$ cat src/rtl/mbist_clk_gate_sequencer.sv
// Staggered, round-robin turn-on of MBIST clock-gate enables with per-gate release hold.
// Optional force-all-on input enabled by defining MBIST_CLK_GATE_SEQ_FORCE_EN.
module mbist_clk_gate_sequencer #(
   parameter int NUM_GATES = 4,
   parameter int STAGGER   = 2,
   parameter int HOLD      = 8
) (
   input  logic                 clk,
   input  logic                 rst_n,
`ifdef MBIST_CLK_GATE_SEQ_FORCE_EN
   input  logic                 force_on,
`endif
   input  logic [NUM_GATES-1:0] req,
   output logic [NUM_GATES-1:0] ack,
   output logic [NUM_GATES-1:0] gate_fe,
   output logic                 busy
);

   localparam int PW = (NUM_GATES > 1) ? $clog2(NUM_GATES) : 1;
   localparam int SW = $clog2(STAGGER + 1);
   localparam int HW = (HOLD > 0) ? $clog2(HOLD + 1) : 1;
   localparam logic [SW-1:0] STG_LOAD  = SW'(STAGGER - 1);
   localparam logic [HW-1:0] HOLD_LOAD = (HOLD > 0) ? HW'(HOLD - 1) : '0;
   localparam logic [PW-1:0] PTR_LAST  = PW'(NUM_GATES - 1);
   localparam logic [PW:0]   NUM_EXT   = (PW + 1)'(NUM_GATES);
   localparam logic          HOLD_EN   = (HOLD > 0) ? 1'b1 : 1'b0;

   typedef enum logic [1:0] {
      ST_OFF  = 2'd0,
      ST_PEND = 2'd1,
      ST_ON   = 2'd2,
      ST_HOLD = 2'd3
   } gate_state_e;

   gate_state_e          state_q    [NUM_GATES];
   gate_state_e          state_d    [NUM_GATES];
   logic [HW-1:0]        hold_cnt_q [NUM_GATES];
   logic [HW-1:0]        hold_cnt_d [NUM_GATES];
   logic [SW-1:0]        stg_q, stg_d;
   logic [PW-1:0]        ptr_q, ptr_d;
   logic [NUM_GATES-1:0] ack_q, ack_d;
   logic [NUM_GATES-1:0] fe_q, fe_d;
   logic                 busy_q, busy_d;

   logic [NUM_GATES-1:0] pend_s;
   logic [NUM_GATES-1:0] grant_s;
   logic                 grant_any_s;
   logic [PW-1:0]        grant_idx_s;
   logic [NUM_GATES-1:0] fsm_fe_s;
   logic [NUM_GATES-1:0] fsm_ack_s;
   logic                 force_s;

`ifdef MBIST_CLK_GATE_SEQ_FORCE_EN
   assign force_s = force_on;
`else
   assign force_s = 1'b0;
`endif

   // Round-robin pick of one still-requesting PEND gate, starting at the pointer.
   always_comb begin
      logic [PW:0]   sum;
      logic [PW-1:0] idx;
      sum         = '0;
      idx         = '0;
      pend_s      = '0;
      grant_s     = '0;
      grant_any_s = 1'b0;
      grant_idx_s = '0;
      for (int i = 0; i < NUM_GATES; i++) begin
         pend_s[i] = (state_q[i] == ST_PEND) && req[i];
      end
      if (stg_q == '0) begin
         for (int off = 0; off < NUM_GATES; off++) begin
            sum          = {1'b0, ptr_q} + (PW + 1)'(off);
            idx          = (sum >= NUM_EXT) ? PW'(sum - NUM_EXT) : PW'(sum);
            grant_s[idx] = !grant_any_s && pend_s[idx];
            grant_idx_s  = grant_s[idx] ? idx : grant_idx_s;
            grant_any_s  = grant_any_s | grant_s[idx];
         end
      end else begin
         grant_any_s = 1'b0;
      end
   end

   // Pointer and stagger spacing; turn-offs never touch the stagger counter.
   always_comb begin
      ptr_d = ptr_q;
      stg_d = stg_q;
      if (grant_any_s) begin
         ptr_d = (grant_idx_s == PTR_LAST) ? '0 : grant_idx_s + PW'(1);
         stg_d = STG_LOAD;
      end else if (stg_q != '0) begin
         stg_d = stg_q - SW'(1);
      end else begin
         stg_d = stg_q;
      end
   end

   // Per-gate OFF/PEND/ON/HOLD sequencing.
   always_comb begin
      for (int i = 0; i < NUM_GATES; i++) begin
         state_d[i]    = state_q[i];
         hold_cnt_d[i] = hold_cnt_q[i];
         case (state_q[i])
            ST_OFF: begin
               if (req[i]) begin
                  state_d[i] = ST_PEND;
               end else begin
                  state_d[i] = ST_OFF;
               end
            end
            ST_PEND: begin
               if (!req[i]) begin
                  state_d[i] = ST_OFF;
               end else if (grant_s[i]) begin
                  state_d[i] = ST_ON;
               end else begin
                  state_d[i] = ST_PEND;
               end
            end
            ST_ON: begin
               if (!req[i]) begin
                  state_d[i]    = HOLD_EN ? ST_HOLD : ST_OFF;
                  hold_cnt_d[i] = HOLD_LOAD;
               end else begin
                  state_d[i] = ST_ON;
               end
            end
            ST_HOLD: begin
               if (req[i]) begin
                  state_d[i] = ST_ON;
               end else if (hold_cnt_q[i] == '0) begin
                  state_d[i] = ST_OFF;
               end else begin
                  hold_cnt_d[i] = hold_cnt_q[i] - HW'(1);
               end
            end
            default: begin
               state_d[i]    = ST_OFF;
               hold_cnt_d[i] = '0;
            end
         endcase
      end
   end

   // Output next-state: ack only while the gate was already open and req still held.
   always_comb begin
      for (int i = 0; i < NUM_GATES; i++) begin
         fsm_fe_s[i]  = (state_d[i] == ST_ON) || (state_d[i] == ST_HOLD);
         fsm_ack_s[i] = req[i] && ((state_q[i] == ST_ON) || (state_q[i] == ST_HOLD));
      end
      if (force_s) begin
         fe_d  = '1;
         ack_d = req;
      end else begin
         fe_d  = fsm_fe_s;
         ack_d = fsm_ack_s;
      end
      busy_d = |fe_d;
   end

   // State and output registers.
   always_ff @(posedge clk or negedge rst_n) begin
      if (!rst_n) begin
         for (int i = 0; i < NUM_GATES; i++) begin
            state_q[i]    <= ST_OFF;
            hold_cnt_q[i] <= '0;
         end
         stg_q  <= '0;
         ptr_q  <= '0;
         ack_q  <= '0;
         fe_q   <= '0;
         busy_q <= 1'b0;
      end else begin
         for (int i = 0; i < NUM_GATES; i++) begin
            state_q[i]    <= state_d[i];
            hold_cnt_q[i] <= hold_cnt_d[i];
         end
         stg_q  <= stg_d;
         ptr_q  <= ptr_d;
         ack_q  <= ack_d;
         fe_q   <= fe_d;
         busy_q <= busy_d;
      end
   end

   assign ack     = ack_q;
   assign gate_fe = fe_q;
   assign busy    = busy_q;

endmodule

$ cat config.mk
export PLATFORM = sky130hd
export DESIGN_NAME = mbist_clk_gate_sequencer
export DESIGN_NICKNAME = d
export VERILOG_FILES = /design/src/rtl/mbist_clk_gate_sequencer.sv
export SDC_FILE = /design/constraint.sdc
export NUM_CORES = 1
export LEC_CHECK = 0
export CORE_MARGIN = 3
export CORE_UTILIZATION = 60
export CTS_CLUSTER_DIAMETER = 200
export DETAILED_ROUTE_END_ITERATION = 8
export PLACE_DENSITY = 0.77
export SYNTH_ARGS = -nofsm -noshare
export SYNTH_HDL_FRONTEND = slang
export SYNTH_SLANG_ARGS = --single-unit
$ cat constraint.sdc
create_clock -name clk -period 4.18 [get_ports clk]
set_input_delay 0.836 -clock clk [delete_from_list [all_inputs] [get_ports clk]]
set_output_delay 0.836 -clock clk [all_outputs]
set_load 0.02 [all_outputs]
==> metrics.txt, run 1 <==
# TYPE chip_impl_metric gauge
chip_impl_metric{name="clkSlewWorstSetupHoldPaths",unit="ns"} 0.08
chip_impl_metric{name="design.portCount",unit=""} 15
chip_impl_metric{name="critical_path.max_stage_delay",unit="ns"} 0.52
chip_impl_metric{name="dp_slack",unit="ns"} 0.08841
chip_impl_metric{name="design.final.nets",unit=""} 346
chip_impl_metric{name="yosysUniqueCellTypes",unit=""} 75
chip_impl_metric{name="dr.pass1.iters",unit=""} 5
chip_impl_metric{name="grt_max_degree",unit=""} 38
chip_impl_metric{name="max_freq",unit="MHz"} 257.4
chip_impl_metric{name="ir_drop",unit="V"} 0.0003887
chip_impl_metric{name="wl_per_cell",unit="um"} 16.75
chip_impl_metric{name="tritoncts.num_buffers",unit=""} 5
chip_impl_metric{name="viasPerCell",unit=""} 6.361
chip_impl_info{name="synth_area_leader_cell",value="sky130_fd_sc_hd__dfrtp_1"} 1
chip_impl_metric{name="number_of_flops_mapped_to_enable_cells_by_yosys",unit=""} 0
chip_impl_metric{name="netlist_instances",unit=""} 307
chip_impl_metric{name="worst_slack",unit="ns"} 0.2946
chip_impl_metric{name="die_width",unit="um"} 74.03
chip_impl_metric{name="arrival",unit="ns"} 4.05
chip_impl_metric{name="drc",unit=""} 0
chip_impl_metric{name="area_growth_syn_to_layout",unit="%"} 12.03
chip_impl_metric{name="overall_overflow_remaining_after_global_route",unit=""} 0
chip_impl_metric{name="powerDensity",unit="nW/um2"} 870.4
chip_impl_metric{name="synth.area.mux_share",unit="%"} 6.399
chip_impl_metric{name="tightestPinTransition",unit="ns"} 0.8485
chip_impl_metric{name="cts_buffer_depth",unit=""} 2
chip_impl_metric{name="synth_sequential_area_ratio",unit="%"} 33.35
chip_impl_metric{name="postSynthAreaPerCell",unit="um2"} 9.044
chip_impl_info{name="worstHoldPathType",value="reg2reg"} 1
chip_impl_info{name="main_combinational_cell_family_by_area_after_synthesis",value="compound AO/OA/AOI/OAI gates"} 1
chip_impl_info{name="cts_tree",value="built"} 1
chip_impl_metric{name="report.power.total",unit="uW"} 2707
chip_impl_info{name="synth-main-ff-cell",value="sky130_fd_sc_hd__dfrtp_1"} 1
chip_impl_info{name="worst_setup_path_end_kind",value="flop"} 1
chip_impl_metric{name="core_area",unit="um2"} 4414
chip_impl_metric{name="number_of_max_slew_violations_in_the_final_report",unit=""} 0
chip_impl_metric{name="grt_overall_usage",unit="%"} 25.70
chip_impl_info{name="cp_class",value="in2reg"} 1
chip_impl_metric{name="timing.max_cap.violations",unit=""} 0
chip_impl_info{name="worst_hold_launch",value="stg_q[0]"} 1
chip_impl_metric{name="diodes",unit=""} 0
chip_impl_metric{name="postCtsResizedCells",unit=""} 0
chip_impl_metric{name="final_antenna_net_count",unit=""} 0
chip_impl_metric{name="insertion_delay",unit="ns"} 0.29
chip_impl_metric{name="cp_max_fo",unit=""} 7
chip_impl_metric{name="final-hold-violation-count",unit=""} 0
chip_impl_metric{name="post_synth_xor_area_fraction",unit="%"} 0.3155
chip_impl_metric{name="cts.sink_count",unit=""} 37
chip_impl_metric{name="yosys.area.top_type_share",unit="%"} 33.35
chip_impl_metric{name="synth_fa_ha_area_share",unit="%"} 3.605
chip_impl_metric{name="port_buffers",unit=""} 14
chip_impl_metric{name="wl",unit="mm"} 6.448
chip_impl_info{name="timing.critical_path.cells",value="clkdlybuf4s50_1 > nand3b_2 > mux2_4 > o311ai_1 > o211ai_2 > nand3_1 > mux2i_1 > mux2i_2 > inv_2 > a31oi_4 > a21oi_1 > or4_1"} 1
chip_impl_metric{name="via_count",unit=""} 2449
chip_impl_metric{name="num-fill-cells",unit=""} 347
chip_impl_metric{name="synth_fp_nets",unit=""} 321
chip_impl_metric{name="cts_htree_levels",unit=""} 2
chip_impl_metric{name="initial_utilization",unit="%"} 62.90
chip_impl_metric{name="design.die.area",unit="um2"} 5480
chip_impl_metric{name="vias_in_the_first_global_route",unit=""} 2245
chip_impl_metric{name="clock_skew",unit="ns"} 0.009141
chip_impl_metric{name="multi_input_comb_area",unit="um2"} 1689
chip_impl_metric{name="synth-async-reset-ratio",unit="%"} 100.0
chip_impl_metric{name="detailed_place_hpwl",unit="mm"} 4.818
chip_impl_info{name="outcome",value="finished, final reports clean"} 1
chip_impl_metric{name="final_min_period_over_clock_period",unit="%"} 92.95
chip_impl_metric{name="totalNegativeSetupSlack",unit="ns"} 0
chip_impl_metric{name="post_cts_hold_buffer_count",unit=""} 0
chip_impl_metric{name="synthSimpleGateAreaFrac",unit="%"} 24.06
chip_impl_metric{name="use_met3",unit="%"} 3.378
chip_impl_metric{name="grt_util_met1",unit="%"} 37.63
chip_impl_metric{name="worst_slew_margin_rel",unit="%"} 43.44
chip_impl_info{name="grt-busiest-layer",value="met2"} 1
chip_impl_info{name="r2r-start",value="ptr_q[0]"} 1
chip_impl_metric{name="rows",unit=""} 24
chip_impl_metric{name="synth.ff_latch_count",unit=""} 37
chip_impl_info{name="netlist_top_cells_area",value="sky130_fd_sc_hd__dfrtp_1 (33%), sky130_fd_sc_hd__a21oi_1 (4.1%), sky130_fd_sc_hd__nor2_1 (3.8%)"} 1
chip_impl_metric{name="mapped_area",unit="um2"} 2776
chip_impl_metric{name="shortest_clock_period_the_worst_path_allows_after_layout",unit="ns"} 3.885
chip_impl_info{name="cts_root_buffer",value="sky130_fd_sc_hd__clkbuf_8"} 1
chip_impl_info{name="crit_slowest_cell",value="sky130_fd_sc_hd__clkdlybuf4s50_1"} 1
chip_impl_metric{name="floorplan.die.height",unit="um"} 74.03
chip_impl_metric{name="place_congestion",unit=""} 0.9289
chip_impl_info{name="setup.worst_path.start",value="req[2]"} 1
chip_impl_metric{name="antenna_found_initial",unit=""} 0
chip_impl_metric{name="worstPathRequired",unit="ns"} 4.35
chip_impl_metric{name="postcts_setup_bufs",unit=""} 0
chip_impl_metric{name="power.leakage",unit="uW"} 0.001327
chip_impl_metric{name="global_route_wire_length_before_repair",unit="mm"} 11.01
chip_impl_metric{name="grtUsageMet2",unit="%"} 39.17
chip_impl_info{name="grt_setup_unrepaired",value="no"} 1
chip_impl_metric{name="synth_warnings",unit=""} 0
chip_impl_metric{name="minimum_hold_slack",unit="ns"} 0.5008
chip_impl_metric{name="synth_compound_area_share",unit="%"} 26.45
chip_impl_metric{name="drtIter0Drc",unit=""} 262
chip_impl_metric{name="final_layout_size_suffix_gt1_share",unit="%"} 15.92
chip_impl_metric{name="finalSetupViolCount",unit=""} 0
chip_impl_metric{name="area.sequential",unit="um2"} 925.9
chip_impl_info{name="critPathLaunchType",value="primary input"} 1
-- critical path: cells and delay by family --
kind                   cells  cell delay [ns]
buffers and inverters      2             0.59
and+or+nand+nor            3             0.95
AOI/OAI and AO/OA          4             0.89
muxes                      3             0.78
-- logic make-up after synthesis --
kind of cell	count (synthesis)
AO/OA/AOI/OAI	92
XOR/XNOR	1
adder cells (fa/ha/maj)	8
buffers and inverters	35
flip-flops	37
multiplexers	12
AND/OR/NAND/NOR	122
-- metrics by stage --
step | cells | util [%] | cell area, um2
after floorplan | 307 | - | 2776
after global placement | 377 | 68.28 | 3014
after detailed placement | 377 | 68.28 | 3014
after CTS | 385 | 70.46 | 3110
after global routing | 385 | 70.46 | 3110
final | 385 | 70.46 | 3110
-- worst paths after layout --
kind	end	slack, ns	cells after the start
max	busy	0.29	12
min	stg_q[1]	0.50	1
max reg2reg	busy	0.36	12
min reg2reg	stg_q[1]	0.50	1
max in group asynchronous	stg_q[1]	2.99	1
min in group asynchronous	hold_cnt_q[13]	0.64	1
-- cell usage in the layout, fill, tap and decap left out, types with 2 or more instances in the layout --
cell type                         instances
sky130_fd_sc_hd__nand3_1                  8
sky130_fd_sc_hd__inv_2                    2
sky130_fd_sc_hd__o311ai_1                 2
sky130_fd_sc_hd__mux2i_1                  5
sky130_fd_sc_hd__a221oi_2                 3
sky130_fd_sc_hd__o311ai_0                 2
sky130_fd_sc_hd__a22oi_1                  4
sky130_fd_sc_hd__clkbuf_8                 6
sky130_fd_sc_hd__dfrtp_1                 37
sky130_fd_sc_hd__o211ai_2                 2
sky130_fd_sc_hd__or3_1                    5
sky130_fd_sc_hd__nand3b_2                 2
sky130_fd_sc_hd__nand2_1                 26
sky130_fd_sc_hd__nor4_1                   5
sky130_fd_sc_hd__nor3_1                   8
sky130_fd_sc_hd__nor2b_1                  8
sky130_fd_sc_hd__o22ai_1                  4
sky130_fd_sc_hd__nand3b_1                 2
sky130_fd_sc_hd__and2_1                   6
sky130_fd_sc_hd__ha_1                     8
sky130_fd_sc_hd__mux2i_2                  2
sky130_fd_sc_hd__a31oi_1                  2
sky130_fd_sc_hd__nand4_1                  2
sky130_fd_sc_hd__o211ai_1                 3
sky130_fd_sc_hd__nand2b_1                 4
sky130_fd_sc_hd__a21o_1                   8
sky130_fd_sc_hd__a211oi_1                 2
sky130_fd_sc_hd__a22o_1                   4
sky130_fd_sc_hd__and3_1                   2
sky130_fd_sc_hd__nor2_1                  28
sky130_fd_sc_hd__a21oi_1                 23
sky130_fd_sc_hd__o21ai_0                 12
sky130_fd_sc_hd__and4b_1                  3
sky130_fd_sc_hd__inv_1                   23
sky130_fd_sc_hd__clkdlybuf4s50_1         13
sky130_fd_sc_hd__buf_4                   14
sky130_fd_sc_hd__nor2_2                   3
-- cells in the mapped netlist (all sizes together), types with 6 or more instances --
| master | n |
|---|---|
| dfrtp | 37 |
| nor3 | 8 |
| nand2 | 27 |
| a21oi | 23 |
| buf | 8 |
| nor2 | 31 |
| o21ai | 14 |
| a21o | 8 |
| nand3 | 8 |
| ha | 8 |
| mux2i | 8 |
| and2 | 6 |
| nor2b | 8 |
| inv | 25 |
-- final cells by class --
cell class / count / share of cell area, %
inverters: 25 / 3.017
flip-flops and latches: 37 / 29.77
well taps: 52 / 2.092
clock inverters: 2 / 0.4425
multi-input cells: 235 / 54.30
clock buffers: 6 / 2.655
repair buffers: 28 / 7.723
-- sequential cells by signal, indices dropped and copies added, names as in the netlist --
| register | cells |
|---|---|
| state_q | 8 |
| ptr_q | 2 |
| ack | 4 |
| hold_cnt_q | 16 |
| gate_fe | 4 |
| busy | 1 |
| stg_q | 2 |
-- power by group --
group / switching [uW] / internal (uW) / leakage [uW] / total, uW
Combinational: 1020 / 759 / 0.000844 / 1780
Sequential: 155 / 503 / 0.000431 / 658
Clock: 133 / 134 / 0.0000512 / 267
Total: 1310 / 1400 / 0.00133 / 2710
-- layer usage --
layer / part of all wire (%) / wire, um
met5: 0 / 0
met4: 1.7 / 111
met3: 4.7 / 305
met2: 46 / 2989
met1: 47 / 3041
No activity file was read; power rests on OpenSTA's default activity.
==> run 2, diff against run 1 <==
--- a/config.mk
+++ b/config.mk
@@ -13,3 +13,4 @@
 export SYNTH_ARGS = -nofsm -noshare
 export SYNTH_HDL_FRONTEND = slang
 export SYNTH_SLANG_ARGS = --single-unit
+export TNS_END_PERCENT = 5
==> results of run 2 <==
No change in the layout: final DEF, timing and power equal those of run 1.
